## config.mk

```make
export PLATFORM = sky130hd
export DESIGN_NAME = tt_um_matthewelse_div
export DESIGN_NICKNAME = d
export VERILOG_FILES = /design/src/rtl/tt_div_pkg.sv /design/src/rtl/tt_div_step.sv /design/src/rtl/tt_um_matthewelse_div.sv
export SDC_FILE = /design/constraint.sdc
export NUM_CORES = 1
export LEC_CHECK = 0
export CAP_MARGIN = 20
export CELL_PAD_IN_SITES_DETAIL_PLACEMENT = 1
export CELL_PAD_IN_SITES_GLOBAL_PLACEMENT = 1
export CORE_MARGIN = 3
export CORE_UTILIZATION = 44
export CTS_BUF_LIST = sky130_fd_sc_hd__clkbuf_8
export DETAILED_ROUTE_END_ITERATION = 8
export PLACE_DENSITY = 0.8
export RECOVER_POWER = 100
export SLEW_MARGIN = 25
export SYNTH_ARGS = -nofsm -noshare
export SYNTH_HDL_FRONTEND = slang
export SYNTH_SLANG_ARGS = --single-unit
```

## constraint.sdc

```tcl
create_clock -name clk -period 2.75 [get_ports clk]
set_input_delay 0.55 -clock clk [delete_from_list [all_inputs] [get_ports clk]]
set_output_delay 0.55 -clock clk [all_outputs]
set_load 0.01 [all_outputs]
```

## src/rtl/tt_div_pkg.sv

```systemverilog
// Shared constants, state encoding and pin bit positions for the sequential byte divider.
package tt_div_pkg;

  localparam int DIV_W = 8;
  localparam int CNT_W = 3;

  localparam logic [DIV_W-1:0] DBZ_QUOTIENT = 8'hFF;
  localparam logic [7:0]       UIO_OE_MASK  = 8'hF0;
  localparam logic [CNT_W-1:0] CNT_LAST     = 3'd7;

  // uio_in strobe / select positions
  localparam int LOAD_A_BIT = 0;
  localparam int START_BIT  = 1;
  localparam int SEL_BIT    = 2;

  // uio_out status positions
  localparam int BUSY_BIT = 4;
  localparam int DONE_BIT = 5;
  localparam int DBZ_BIT  = 6;

  typedef enum logic [1:0] {
    IDLE = 2'd0,
    RUN  = 2'd1,
    DONE = 2'd2
  } state_t;

endpackage

```

## src/rtl/tt_div_step.sv

```systemverilog
// One combinational restoring-division iteration: shift {rem, q} left by one
// and conditionally subtract the divisor from the widened partial remainder.
module tt_div_step
  import tt_div_pkg::*;
(
  input  logic [DIV_W-1:0] i_rem,
  input  logic [DIV_W-1:0] i_q,
  input  logic [DIV_W-1:0] i_div,
  output logic [DIV_W-1:0] o_rem,
  output logic [DIV_W-1:0] o_q
);

  logic [DIV_W:0] w_shift;

  // Compare in 9 bits so a divisor above 127 never overflows the shifted remainder;
  // the difference always fits back into 8 bits because it is below the divisor.
  always_comb begin
    w_shift = {i_rem, i_q[DIV_W-1]};
    o_rem   = w_shift[DIV_W-1:0];
    o_q     = {i_q[DIV_W-2:0], 1'b0};
    if (w_shift >= {1'b0, i_div}) begin
      o_rem = w_shift[DIV_W-1:0] - i_div;
      o_q   = {i_q[DIV_W-2:0], 1'b1};
    end
  end

endmodule

```

## src/rtl/tt_um_matthewelse_div.sv

```systemverilog
// Sequential unsigned 8-bit divider on the Tiny Tapeout pinout.
// Operands are captured on strobe rising edges from uio_in, one quotient bit
// is produced per cycle, and quotient/remainder are muxed onto uo_out by sel.
// Optional macro DIV_SYNC_EN inserts a 2-flop synchronizer on the strobes.
module tt_um_matthewelse_div
  import tt_div_pkg::*;
(
  input  logic       clk,
  input  logic       rst_n,
  input  logic       ena,
  input  logic [7:0] ui_in,
  input  logic [7:0] uio_in,
  output logic [7:0] uo_out,
  output logic [7:0] uio_out,
  output logic [7:0] uio_oe
);

  state_t           r_state;
  logic [1:0]       r_prev;
  logic [DIV_W-1:0] r_a;
  logic [DIV_W-1:0] r_b;
  logic [DIV_W-1:0] r_rem;
  logic [DIV_W-1:0] r_q;
  logic [CNT_W-1:0] r_cnt;
  logic [DIV_W-1:0] r_quo;
  logic [DIV_W-1:0] r_rmd;
  logic             r_dbz;

  logic [1:0]       w_strb;
  logic [1:0]       w_edge;
  logic [DIV_W-1:0] w_dividend;
  logic [DIV_W-1:0] w_nrem;
  logic [DIV_W-1:0] w_nq;
  logic             w_unused;

  assign w_unused = &{1'b0, uio_in[7:3]};

`ifdef DIV_SYNC_EN
  logic [1:0] r_sync1;
  logic [1:0] r_sync2;

  // Two-stage synchronizer for asynchronous strobes before edge detection.
  always_ff @(posedge clk or negedge rst_n) begin
    if (!rst_n) begin
      r_sync1 <= 2'b00;
      r_sync2 <= 2'b00;
    end else if (ena) begin
      r_sync1 <= uio_in[START_BIT:LOAD_A_BIT];
      r_sync2 <= r_sync1;
    end
  end

  assign w_strb = r_sync2;
`else
  assign w_strb = uio_in[START_BIT:LOAD_A_BIT];
`endif

  assign w_edge = w_strb & ~r_prev;

  // A simultaneous load_a edge supplies the dividend to the starting operation.
  assign w_dividend = w_edge[LOAD_A_BIT] ? ui_in : r_a;

  tt_div_step u_step (
    .i_rem (r_rem),
    .i_q   (r_q),
    .i_div (r_b),
    .o_rem (w_nrem),
    .o_q   (w_nq)
  );

  // Control FSM, operand capture, iteration registers and result registers.
  always_ff @(posedge clk or negedge rst_n) begin
    if (!rst_n) begin
      r_state <= IDLE;
      r_prev  <= 2'b00;
      r_a     <= '0;
      r_b     <= '0;
      r_rem   <= '0;
      r_q     <= '0;
      r_cnt   <= '0;
      r_quo   <= '0;
      r_rmd   <= '0;
      r_dbz   <= 1'b0;
    end else if (ena) begin
      r_prev <= w_strb;
      case (r_state)
        RUN: begin
          r_rem <= w_nrem;
          r_q   <= w_nq;
          r_cnt <= r_cnt + 3'd1;
          if (r_cnt == CNT_LAST) begin
            r_state <= DONE;
            r_quo   <= w_nq;
            r_rmd   <= w_nrem;
          end
        end
        default: begin
          if (w_edge[LOAD_A_BIT]) begin
            r_a <= ui_in;
          end
          if (w_edge[START_BIT]) begin
            if (ui_in == '0) begin
              r_state <= DONE;
              r_quo   <= DBZ_QUOTIENT;
              r_rmd   <= w_dividend;
              r_dbz   <= 1'b1;
            end else begin
              r_state <= RUN;
              r_b     <= ui_in;
              r_rem   <= '0;
              r_q     <= w_dividend;
              r_cnt   <= '0;
              r_dbz   <= 1'b0;
            end
          end
        end
      endcase
    end
  end

  // Result select and status pin mapping.
  always_comb begin
    uo_out            = uio_in[SEL_BIT] ? r_rmd : r_quo;
    uio_out           = 8'h00;
    uio_out[BUSY_BIT] = (r_state == RUN);
    uio_out[DONE_BIT] = (r_state == DONE);
    uio_out[DBZ_BIT]  = r_dbz;
    uio_oe            = UIO_OE_MASK;
  end

endmodule

```

Word-level counts from Yosys, hierarchy flattened
Cells that the tools add are included.
Storage, ports and cells
  bits in registers: 56
  bits in latches: 0
  memory bits (writable): 0
  memory bits (read-only): 0
  output and inout port bits: 24
  word-level logic and storage cells: 57
  memories kept: 0
Operators by class
  add/subtract/negate cells: 2
  multiply operators: 0
  div/mod/pow operators: 0
  $lt $le $gt $ge: 1
  equal/unequal tests: 5
  shift operators: 0
  mux-type cells: 26
  bitwise gates (word level): 4
  reductions and logical operators: 9
Operators with widths (number)
  2-to-1 mux 8 bit: 17
  >= comparator 9 x 8 -> 1 bit: 1
  2-to-1 mux 3 bit: 3
  AND reduction 3 bit: 3
  logical NOT 8 bit: 1
  2-to-1 mux 2 bit: 4
  AND reduction 4 bit: 2
  subtractor 8 bit: 1
  nonzero test 2 bit: 2
  adder 3 x 1 -> 3 bit, second input constant: 1
  == test 3 bit, second input constant: 1
  bitwise AND 2 bit: 1
  == test 2 x 1 -> 1 bit, second input constant: 1
  == test 2 bit, second input constant: 1
  2-to-1 mux 1 bit: 2
  inequality test 2 x 1 -> 1 bit, second input constant: 1
  inequality test 2 bit, second input constant: 1
  NOT 1 bit: 2
  NOT 2 bit: 1
  AND reduction 2 bit: 1

Longest topological paths before layout
Gate-level depths: netlist of the first run.
  depth after elaboration: 6
  gate-level depth with buffers: 10
  gate-level depth less buffers: 10

Cells and area by module
A second synthesis of the first run with hierarchy kept.
Second synthesis, totals
  cell total of the unflattened synthesis: 293
  area total of the unflattened synthesis: 3219.3 um^2
Modules (own cells, without submodules)
  tt_um_matthewelse_div: instances 1, cells each 218, area an instance 2626.3 um^2, sequential area each 1401.3 um^2
  tt_div_step: instances 1, cells each 75, area an instance 593.1 um^2, sequential area each 0.0 um^2

Least setup slack after synthesis of the first run
OpenSTA, ideal clock, no wires.
  path type: register -> register
  start: register r_rem[5]
  end: register r_rem[1]
  setup time: 131 ps
  data arrival time: 1913 ps
  data required time: 2619 ps
  setup slack: 706 ps
  cell stages (with the launch flop): 8
  cell sequence: dfrtp_1 ha_1 a21o_1 a211o_1 a41oi_2 buf_6 mux2i_1 o21ai_0
On the way
  longest elaborated chain between the ends: 3
Ends and longest elaborated chain
  start, declared: line tt_um_matthewelse_div.sv:22  | logic [DIV_W-1:0] r_rem;
  start signal, assigned: line tt_um_matthewelse_div.sv:88  | r_rem <= w_nrem;
  >= comparator 9 x 8 -> 1 bit: line tt_div_step.sv:21  | if (w_shift >= {1'b0, i_div}) begin
  2-to-1 mux 8 bit: line tt_div_step.sv:21
  2-to-1 mux 8 bit: line tt_um_matthewelse_div.sv:86  | case (r_state)
Every way passes these cells.
A chain may end at the register's enable or synchronous reset.

Final worst setup path of the first run
  start: input uio_in[0]
  end: register r_rmd[2]
On the way
  longest elaborated chain between the ends: 5
Ends and longest elaborated chain
  start, declared: line tt_um_matthewelse_div.sv:12  | input logic [7:0] uio_in,
  bitwise AND 2 bit: line tt_um_matthewelse_div.sv:58  | assign w_edge = w_strb & ~r_prev;
  2-to-1 mux 8 bit
  2-to-1 mux 8 bit: line tt_um_matthewelse_div.sv:102  | if (ui_in == '0) begin
  2-to-1 mux 8 bit: line tt_um_matthewelse_div.sv:101  | if (w_edge[START_BIT]) begin
  2-to-1 mux 8 bit: line tt_um_matthewelse_div.sv:86
  end signal, assigned: line tt_um_matthewelse_div.sv:94  | r_rmd <= w_nrem;
  end signal, assigned: line tt_um_matthewelse_div.sv:105  | r_rmd <= w_dividend;
  end, declared: line tt_um_matthewelse_div.sv:26  | logic [DIV_W-1:0] r_rmd;
Every way passes these cells. The select of a mux whose other input is x is not followed.

==> results_dict.tcl, run 1 <==
set metrics [dict create \
    status "complete, but fails checks" \
    violations "max-capacitance violations, max-slew violations" \
    num_io_pins 43 \
    slowest_delay_ns 0.54 \
    initialDrtViolationCount 80 \
    drive_gt1_share_pct 12.1 \
    clock_skew_ns 0.0110 \
    ys_dominant_reg_cell "dfrtp_1" \
    grt_usage_pct 19.6 \
    cts.sinks 56 \
    routed_wl_um 7720 \
    vias 2335 \
    p_leak_nw 1.63 \
    ys_seq_area_share_pct 44.8 \
    gr-total-overflow 0 \
    clock_latency_ns 0.32 \
    place_congestion 0.844 \
    setup_viol_count_final 0 \
    cts-root-buf "clkbuf_8" \
    ys_ff_latch 56 \
    crit-reg2reg-capture "r_rem[0]$_DFFE_PN0P_" \
    nFillCells 795 \
    postCtsSetupBuffers 0 \
    maxCapViolCount 1 \
    clkTransAtPathRegs_ns 0.10 \
    max_clock_freq_ghz 0.391 \
    ctsHoldBuffers 0 \
    crit_end "r_rmd[2]$_DFFE_PN0P_" \
    hold_path_class "reg -> reg" \
    worstPathCellList "clkdlybuf4s50_1, nor2b_1, clkbuf_1, mux2i_1, o21ai_0, o32a_1" \
    drt-pass1-iter-count 4 \
    coreArea_sq_um 6830 \
    required_ns 2.95 \
    crit_family "buffers and inverters" \
    ant_nets 0 \
    fin_crit_ns 2.56 \
    synth_edf_count 0 \
    dieHeight_um 90.3 \
    hold_ws_ns 0.486 \
    mostFrequentLayoutCell "dfrtp_1" \
    multi_input_area_sq_um 1500 \
    die_w_um 90.3 \
    antenna_found_initial 0 \
    cts.repair.resized 0 \
    worstSetupPathType "in -> reg" \
    syn_avg_cell_area_sq_um 9.92 \
    numCtsBuffers 5 \
    synthCells 315 \
    seqCellArea_sq_um 1400 \
    cts.path.max_buffers 2 \
    yosysWarningCount 0 \
    crit_path_end_kind "register" \
    synth_top_cell_area_share_pct 44.8 \
    drc 0 \
    crit_path_top_delay_cell "clkbuf_1" \
    worst_r2r_path_depth 8 \
    finalSetupTns_ns 0 \
    critPathLaunchType "primary input" \
    nets 368 \
    synth_async_sr_flop_share_pct 100 \
    final_cell_mix "dfrtp_1, nand2_1, nor2_1" \
    synth_cell_types 51 \
    path_depth 6 \
    area_growth_pct 14.1 \
    slew_headroom_pct -5.30 \
    crit_buf_inv 2 \
    start_util_pct 45.8 \
    r2r_start "r_rem[2]$_DFFE_PN0P_" \
    cts_max_level 2 \
    p_per_area_nw_per_um2 1330 \
    syn_area_sq_um 3130 \
    synth.top_cells.by_area "dfrtp_1, mux2_2, nand2_1" \
    cts_tree "done" \
    finalHoldViolCount 0 \
    numPortBuffers 24 \
    wl_per_cell_um 17.7 \
    grt_pass1_vias 2461 \
    antenna_cells 0 \
    peakVddDrop_mv 0.462 \
    rsz0062_at_grt "false" \
    dp_hpwl_um 5410 \
    crit_arrival_ns 2.76 \
    yosys.area.top_type "dfrtp_1" \
    grt_max_degree 32 \
    slew_violations 28 \
    grt_pass1_wl_um 12600 \
    fin_crit_sh_pct 93.0 \
    startpoint "uio_in[0]" \
    die-area_sq_um 8150 \
    tightest_slew_ns 1.58 \
    viasPerCell 5.37 \
    cp_max_fo 14 \
    rrSetupSlack_ns 0.23 \
    rows 30 \
]
## routing by layer
layer / vias to the layer above / global-route usage, % / wire, um / share of wire [%]
met5: - / 0 / 0 / 0
met2: 38 / 31.9 / 3810 / 49
met1: 1170 / 26.8 / 3600 / 47
met4: 0 / 4.85 / 78 / 1.0
li1: 1121 / - / - / -
met3: 6 / 4.00 / 225 / 2.9
## flip-flops by register name (all words and copies together) (netlist names)
| register | cells |
|---|---|
| r_a | 8 |
| r_b | 8 |
| r_q | 8 |
| r_quo | 8 |
| r_rem | 8 |
| r_rmd | 8 |
| r_cnt | 3 |
| r_prev | 2 |
| r_state | 2 |
| r_dbz | 1 |
## logic make-up after synthesis
family / count (synthesis) / share of synthesized area (%)
xor+xnor: 5 / 1.40
buf+inv: 42 / 7.81
mux: 26 / 9.05
simple gates: 98 / 14.2
other cells: 2 / 0.240
fa+ha+maj: 11 / 4.64
flops: 56 / 44.8
compound gates: 75 / 17.8
## per-stage QoR
stage | area, sq um | worst slack (ns) | std cells | util [%] | power [mW]
global placement | 3460 | 0.195 | 427 | 50.6 | 3.95
global route | 3560 | 0.0961 | 435 | 52.2 | 5.12
CTS | 3610 | 0.187 | 435 | 52.9 | 4.84
floorplan | 3170 | 0.706 | 326 | - | 3.32
detailed placement | 3460 | 0.191 | 427 | 50.6 | 4.05
finish | 3560 | 0.192 | 435 | 52.2 | 4.74
## worst min path at each step
| stage | slack (ns) | start | endpoint | cells past startpoint |
|---|---|---|---|---|
| 2_1_floorplan | 0.25 | rst_n | r_a[0]$_DFFE_PN0P_ | 0 |
| 3_3_place_gp | 0.46 | r_cnt[1]$_DFFE_PN0P_ | r_cnt[1]$_DFFE_PN0P_ | 2 |
| 3_5_place_dp | 0.47 | r_cnt[1]$_DFFE_PN0P_ | r_cnt[1]$_DFFE_PN0P_ | 2 |
| 4_1_cts | 0.29 | rst_n | r_rem[0]$_DFFE_PN0P_ | 1 |
| 5_1_grt | 0.52 | r_q[1]$_DFFE_PN0P_ | r_q[1]$_DFFE_PN0P_ | 2 |
| 6_report | 0.49 | r_b[2]$_DFFE_PN0P_ | r_b[2]$_DFFE_PN0P_ | 2 |
## Yosys cell counts (3+ instances only)
cell type  instances
nor2_1            23
nor4_1             3
xnor2_1            4
dfrtp_1           56
o21ai_0           14
mux2_2            18
buf_6              3
a21o_1             8
inv_1             11
nand3_1            6
clkbuf_1           4
buf_4             14
o31ai_1            6
a21oi_1           13
nand2_1           47
a221oi_2           5
ha_1              10
buf_2              9
mux2i_1            8
nor2b_1            8
a211oi_1           8
## where the power goes
group | switching [mW] | internal [mW] | total, mW | leakage [nW]
combinational | 1.45 | 1.10 | 2.56 | 0.863
clock | 0.285 | 0.455 | 0.740 | 0.0784
sequential | 0.238 | 1.20 | 1.44 | 0.689
total | 1.98 | 2.76 | 4.74 | 1.63
## layout make-up
type                            instances  share of cell area [%]
Clock buffer                            5                    1.93
Sequential cell                        56                    39.3
Inverter                               12                    1.26
Timing Repair Buffer                   35                    9.55
Tap cell                               96                    3.37
Clock inverter                          3                    2.53
Multi-Input combinational cell        228                    42.0
## worst register-to-register path, cell delays in order (launching register included)
cell,delay (ns)
dfrtp_1,0.43
ha_1,0.37
a21o_1,0.20
a21oi_2,0.20
o21ai_0,0.18
a41oi_2,0.23
buf_4,0.25
mux2_1,0.40
o21ai_0,0.18
(Power assumes the default switching activity.)
==> inputs of run 2 (changes only) <==
- HOLD_SLACK_MARGIN: not set -> 0.1
==> results of run 2 <==
The final DEF is identical to that of run 1; final timing and power are the same.
